$ cat config.mk
export PLATFORM = sky130hd
export DESIGN_NAME = serial_subtractor16
export DESIGN_NICKNAME = d
export VERILOG_FILES = /design/src/rtl/serial_subtractor16.sv
export SDC_FILE = /design/constraint.sdc
export NUM_CORES = 1
export LEC_CHECK = 0
export CORE_MARGIN = 2
export CORE_UTILIZATION = 55
export CTS_BUF_LIST = sky130_fd_sc_hd__clkbuf_16
export CTS_CLUSTER_SIZE = 40
export DETAILED_ROUTE_END_ITERATION = 10
export PLACE_DENSITY = 0.86
export SLEW_MARGIN = 25
export SYNTH_ARGS = -nofsm -noshare
export SYNTH_HDL_FRONTEND = slang
export SYNTH_SLANG_ARGS = --single-unit
$ cat constraint.sdc
create_clock -name clk -period 3.5 [get_ports clk]
set_clock_uncertainty 0.15 [all_clocks]
set_input_delay 1.05 -clock clk [delete_from_list [all_inputs] [get_ports clk]]
set_output_delay 1.05 -clock clk [all_outputs]
set_load 0.03 [all_outputs]
$ cat src/rtl/serial_subtractor16.sv
// Bit-serial subtractor: diff = a - b - borrow_in, LSB first, BITS_PER_CYCLE bits per clock.
// Optional SERIAL_SUB_OVF_EN adds a registered signed-overflow flag (ovf) updated with diff.
module serial_subtractor16 #(
  parameter int WIDTH          = 16,
  parameter int BITS_PER_CYCLE = 1
) (
  input  logic             clk,
  input  logic             rst_n,
  input  logic             start,
  input  logic [WIDTH-1:0] a,
  input  logic [WIDTH-1:0] b,
  input  logic             borrow_in,
  output logic             busy,
  output logic             done,
  output logic [WIDTH-1:0] diff,
  output logic             borrow_out
`ifdef SERIAL_SUB_OVF_EN
  ,
  output logic             ovf
`endif
);

  localparam int N  = WIDTH / BITS_PER_CYCLE;
  localparam int CW = (N > 1) ? $clog2(N) : 1;

  typedef enum logic [1:0] {
    ST_IDLE = 2'd0,
    ST_RUN  = 2'd1,
    ST_DONE = 2'd2
  } state_e;

  state_e           state_q, state_d;
  logic [WIDTH-1:0] a_q, a_d;
  logic [WIDTH-1:0] b_q, b_d;
  logic [WIDTH-1:0] sh_q, sh_d;
  logic [WIDTH-1:0] diff_q, diff_d;
  logic [CW-1:0]    cnt_q, cnt_d;
  logic             br_q, br_d;
  logic             bout_q, bout_d;
  logic             busy_q, busy_d;
  logic             done_q, done_d;
`ifdef SERIAL_SUB_OVF_EN
  logic             a_msb_q, a_msb_d;
  logic             b_msb_q, b_msb_d;
  logic             ovf_q, ovf_d;
`endif

  logic [BITS_PER_CYCLE-1:0] d_bits;
  logic                      br_next;
  logic [WIDTH-1:0]          sh_next;

  // Borrow chain over the current low slice of the operand registers.
  always_comb begin
    logic br_c;
    d_bits = '0;
    br_c   = br_q;
    for (int i = 0; i < BITS_PER_CYCLE; i++) begin
      d_bits[i] = a_q[i] ^ b_q[i] ^ br_c;
      br_c      = (~a_q[i] & b_q[i]) | (~(a_q[i] ^ b_q[i]) & br_c);
    end
    br_next = br_c;
  end

  // New result bits enter at the MSB end; after N shifts the word is aligned.
  assign sh_next = (sh_q >> BITS_PER_CYCLE) | (WIDTH'(d_bits) << (WIDTH - BITS_PER_CYCLE));

  always_comb begin
    state_d = state_q;
    a_d     = a_q;
    b_d     = b_q;
    sh_d    = sh_q;
    diff_d  = diff_q;
    cnt_d   = cnt_q;
    br_d    = br_q;
    bout_d  = bout_q;
    busy_d  = busy_q;
    done_d  = 1'b0;
`ifdef SERIAL_SUB_OVF_EN
    a_msb_d = a_msb_q;
    b_msb_d = b_msb_q;
    ovf_d   = ovf_q;
`endif

    case (state_q)
      ST_IDLE, ST_DONE: begin
        state_d = ST_IDLE;
        if (start) begin
          state_d = ST_RUN;
          a_d     = a;
          b_d     = b;
          br_d    = borrow_in;
          sh_d    = '0;
          cnt_d   = CW'(N - 1);
          busy_d  = 1'b1;
`ifdef SERIAL_SUB_OVF_EN
          a_msb_d = a[WIDTH-1];
          b_msb_d = b[WIDTH-1];
`endif
        end
      end
      ST_RUN: begin
        a_d   = a_q >> BITS_PER_CYCLE;
        b_d   = b_q >> BITS_PER_CYCLE;
        br_d  = br_next;
        sh_d  = sh_next;
        cnt_d = cnt_q - 1'b1;
        if (cnt_q == '0) begin
          state_d = ST_DONE;
          diff_d  = sh_next;
          bout_d  = br_next;
          busy_d  = 1'b0;
          done_d  = 1'b1;
          cnt_d   = '0;
`ifdef SERIAL_SUB_OVF_EN
          ovf_d   = (a_msb_q != b_msb_q) && (sh_next[WIDTH-1] != a_msb_q);
`endif
        end
      end
      default: begin
        state_d = ST_IDLE;
        busy_d  = 1'b0;
      end
    endcase
  end

  always_ff @(posedge clk) begin
    if (!rst_n) begin
      state_q <= ST_IDLE;
      a_q     <= '0;
      b_q     <= '0;
      sh_q    <= '0;
      diff_q  <= '0;
      cnt_q   <= '0;
      br_q    <= 1'b0;
      bout_q  <= 1'b0;
      busy_q  <= 1'b0;
      done_q  <= 1'b0;
`ifdef SERIAL_SUB_OVF_EN
      a_msb_q <= 1'b0;
      b_msb_q <= 1'b0;
      ovf_q   <= 1'b0;
`endif
    end else begin
      state_q <= state_d;
      a_q     <= a_d;
      b_q     <= b_d;
      sh_q    <= sh_d;
      diff_q  <= diff_d;
      cnt_q   <= cnt_d;
      br_q    <= br_d;
      bout_q  <= bout_d;
      busy_q  <= busy_d;
      done_q  <= done_d;
`ifdef SERIAL_SUB_OVF_EN
      a_msb_q <= a_msb_d;
      b_msb_q <= b_msb_d;
      ovf_q   <= ovf_d;
`endif
    end
  end

  assign busy       = busy_q;
  assign done       = done_q;
  assign diff       = diff_q;
  assign borrow_out = bout_q;
`ifdef SERIAL_SUB_OVF_EN
  assign ovf        = ovf_q;
`endif

endmodule

# --- After elaboration in Yosys (flattened, before gate mapping) ---
# Index checks and enable logic that the tools add are counted.
word_totals:
  ff_bits: 74
  in_bits: 36
  output_inout_bits: 19
  elab_cells: 49
op_classes:
  n_addsub: 1
  eq_ne: 4
  mux: 18
  bitwise_logic: 8
  reduce_logical: 8
op_table:
  columns: ["cell", "n"]
  rows:
  - ["$pmux 16 s2", 3]
  - ["$mux 16", 3]
  - ["$or 15x16->16", 1]
  - ["$mux 4", 2]
  - ["$pmux 4 s2", 1]
  - ["$reduce_and 2->1", 4]
  - ["$mux 1", 5]
  - ["$logic_not 4->1", 1]
  - ["$ne 2x2->1 const B", 2]
  - ["$pmux 1 s2", 2]
  - ["$pmux 2 s2", 1]
  - ["$sub 4x1->4 const B", 1]
  - ["$and 1x1->1", 2]
  - ["$eq 2x1->1 const B", 1]
  - ["$eq 2x2->1 const B", 1]
  - ["$logic_not 2->1", 1]
  - ["$mux 2", 1]
  - ["$not 1->1", 2]
  - ["$reduce_bool 2->1", 1]
  - ["$reduce_or 2->1", 1]
  - ["$xor 1x1->1", 2]
  - ["$or 1x1->1", 1]

# --- Longest topological paths before layout ---
depth:
  word_depth: 5
  mapped_depth: 5
  ltp_nobuf: 4

# --- Least setup slack after synthesis ---
# OpenSTA, ideal clock, no wires.
synth_timing:
  path_kind: "input to register"
  from: "input port start"
  to: "register b_q[10]"
  setup_ns: 0.070
  arrival_time_ns: 1.922
  required_time_ns: 3.280
  path_slack_ns: 1.358
  stages: 5
  path_buffers: 2
  cell_sequence: "nor2b_1 clkbuf_1 buf_1 a22oi_1 a21oi_1"
synth_via:
  elab_chain_cells: 2
synth_rtl:
  columns: ["element", "line_no", "text"]
  rows:
  - ["from (decl)", "9", "input logic start,"]
  - ["$ne 2x2->1 (no line)", null, null]
  - ["$reduce_and 2->1 (no line)", null, null]
  - ["to (signal assigned)", "130", "b_q <= '0;"]
  - ["to (signal assigned)", "146", "b_q <= b_d;"]
  - ["to (decl)", "34", "logic [WIDTH-1:0] b_q, b_d;"]
# No other way between the ends.
# A chain may end at the register's enable or synchronous reset.

# --- Final worst setup path ---
layout_timing:
  from: "register busy_q, in the netlist busy"
  to: "output port busy"
layout_lines:
  columns: ["element", "line_no", "text"]
  rows:
  - ["from (decl)", "40", "logic busy_q, busy_d;"]
  - ["from (signal assigned)", "152", "busy_q <= busy_d;"]
  - ["to (decl)", "13", "output logic busy,"]
# No word-level cell between the ends.

==> results.md <==
- Reported max-cap violation count: 0
- Internal Power: 1.60 mW
- Net Sw Power: 526 uW
- Fin area: 3780 um2
- Tcrit/Tclk final: 73.1%
- Rel. slew slack: 55.0%
- RR Startpoint: state_q[0]
- GRT Util Overall: 22.3%
- Via count: 2544
- Async set-reset flop share out of synthesis: 0%
- Delay-heaviest family, CP: buffers and inverters
- CORE AREA: 5070 um2
- Fmax: 391 MHz
- Per-cell routed wire length: 14.1 um
- Hold/Removal Path Class: reg -> reg
- Initial cell density of the core: 56.7%
- Worst hold margin: 0.303 ns
- Die area: 5820 um2
- Post-CTS Setup Bufs: 0
- Cells after Synth: 330
- Synth top area share: 50.8%
- Post-CTS Resized: 0
- # nets final: 406
- Dpl cell area: 3450 um2
- CP max stage delay: 0.68 ns
- Actual slew at the worst max-slew pin: 0.675 ns
- Synthesis-stage register bit count: 73
- Proportion of power drawn by combinational gates: 11.5%
- # IOs: 55
- Reg clk slew, reported paths: 0.06 ns
- CTS Hold Bufs: 0
- Power per Cell Area: 563 nW/um2
- Buf/Inv on CP: 1
- CP cell instances: clkdlybuf4s50_1
- Skew-Pair Late Insertion Delay: 0.33 ns
- Top_reg_cell synth: dfxtp_1
- Crit path arrival time: 1.36 ns
- Outcome: finished clean
- DRC: 0
- Worst Path Max Fanout: 3
- Min-delay src: diff[2]
- DIE WIDTH: 76.3 um
- Iter 0 DRT Violations: 162
- Largest net degree at the start of global routing: 55
- Largest cells by area after synthesis: dfxtp_1 51%, a21oi_1 8.9%, nand3_1 8.5%
- Slowest-stage cell, CP: clkdlybuf4s50_1
- Critical Path End Type: output pin
- Netlist cell types: 29
- Avg Cell Area, Syn: 8.71 um2
- Antenna violations before repair: 0
- Crit path launch type: flip-flop
- Fill cells: 399
- Leakage: 1.29 nW
- Post-Syn Nets: 367
- Area added between synthesis and finish: 31.4%
- Final hold violation count: 0
- Max VDD drop: 0.000328 V
- Max clock buf depth: 2
- CTS tree: done
- Flop pwr share: 42.3%
- # diodes: 0
- Gpl congestion: 0.728
- R2r setup slk: 1.52 ns
- H-tree Lvls: 3
- Share of cells above drive strength 1: 7.49%
- Die height: 76.3 um
- TritonCTS buffer count: 9
- Routed WL: 6.28 mm
- Fin crit period: 2.56 ns
- Clk pwr share: 46.2%
- Port buffer count: 54
- ANT nets after route: 0
- Commonest cells post-synth: 73 x dfxtp_1, 51 x a21oi_1, 49 x nand2_1, 49 x nand3_1, 30 x a22oi_1
- GRT overflow: 0
- First-pass GRT wire length: 10.6 mm
- Critical Path Source: busy
- EDFF count, synth: 0
- Total negative slack: 0 ns
- Sw Ratio: 24.7%
- Initial DRT Pass Iterations: 5
- RSZ-0062 raised after global routing: no
- Number of global-route vias before repair: 2300
- Synth area leader: dfxtp_1
- Sink Count: 73
- Ys Warns: 0
- Critical path type: reg -> out
- Cell Rows: 26
- Setup-failing EPs final: 0
- Most frequent cell after synthesis: dfxtp_1
- Sequential area share after synthesis: 50.8%
- Vias/cell: 5.73
- DPL Wire Length: 3.78 mm
- Req. time, crit path: 2.30 ns
- Max-slew violation count: 0
- CTS root buffer: clkbuf_16
- Synthesized area: 2880 um2
==> cell families (layout without fill, tap and decap cells) <==
logic type	Yosys count	after routing	synth area share [%]
simple gates	114	114	18.6
compound gates	90	90	18.9
flops	73	73	50.8
buf+inv	36	80	5.40
mux	16	16	5.57
fa+ha+maj	1	1	0.696
==> through the flow <==
| step | power (mW) | worst slack, ns | utilization, % | std cells |
|---|---|---|---|---|
| global route | 2.20 | 0.879 | 74.4 | 444 |
| global placement | 1.15 | 0.708 | 68.0 | 428 |
| floorplan | 1.07 | 1.36 | - | 330 |
| detailed placement | 1.16 | 0.689 | 68.0 | 428 |
| finish | 2.13 | 0.940 | 74.4 | 444 |
| CTS | 2.13 | 0.927 | 74.3 | 444 |
==> per-layer routing <==
metal / vias to the layer above / routed length (um) / GRT usage, %
met3: 13 / 303 / 4.15
met1: 1191 / 2770 / 28.1
met2: 89 / 3050 / 35.8
met4: 0 / 150 / 12.9
li1: 1251 / - / -
met5: - / 0 / 0
==> final timing paths <==
kind / endpoint / depth (start not counted)
worst max register to register: a_q[4] / 4
worst min register to register: diff[2] / 2
worst min-delay path: diff[2] / 2
worst max-delay path: busy / 1
==> area by class of cell <==
type	count	area, um2	share of cell area, %
clock buffers	9	225	5.96
flip-flops and latches	73	1460	38.7
repair buffers	61	618	16.4
well taps	70	87.6	2.32
multi-input cells	221	1280	33.9
clock inverters	7	95.1	2.52
inverters	3	11.3	0.298
==> cell usage in the layout, fill, tap and decap left out, types with 2 or more instances in the layout <==
cell type        synthesis  layout
a22oi_1                 30      30
mux2i_1                 16      16
clkdlybuf4s50_1          0      54
nand3_1                 49      49
clkinv_2                 0       2
a31oi_1                  2       2
inv_1                    3       3
buf_12                   1       2
clkbuf_16                0       9
buf_4                    0       5
nor2_1                   4       4
a21oi_1                 51      51
nand2_1                 49      49
o21ai_0                  2       2
clkinv_4                 0       2
dfxtp_1                 73      73
bufinv_16                0       2
nor3_1                   3       3
==> registers in the layout, indices dropped and copies added (netlist names), 2 cells and up <==
name     cells
a_q         16
b_q         16
diff        16
sh_q        15
cnt_q        4
state_q      2
==> power by group through the flow <==
stage	clock [mW]	sequential, mW	combinational (mW)
final	0.982	0.899	0.244
after global placement	0	0.914	0.236
after global routing	1.03	0.905	0.266
after CTS	0.987	0.898	0.243
after floorplan	0	0.915	0.159
after detailed placement	0	0.916	0.242
Note: power is estimated with default switching activity, not from simulation.
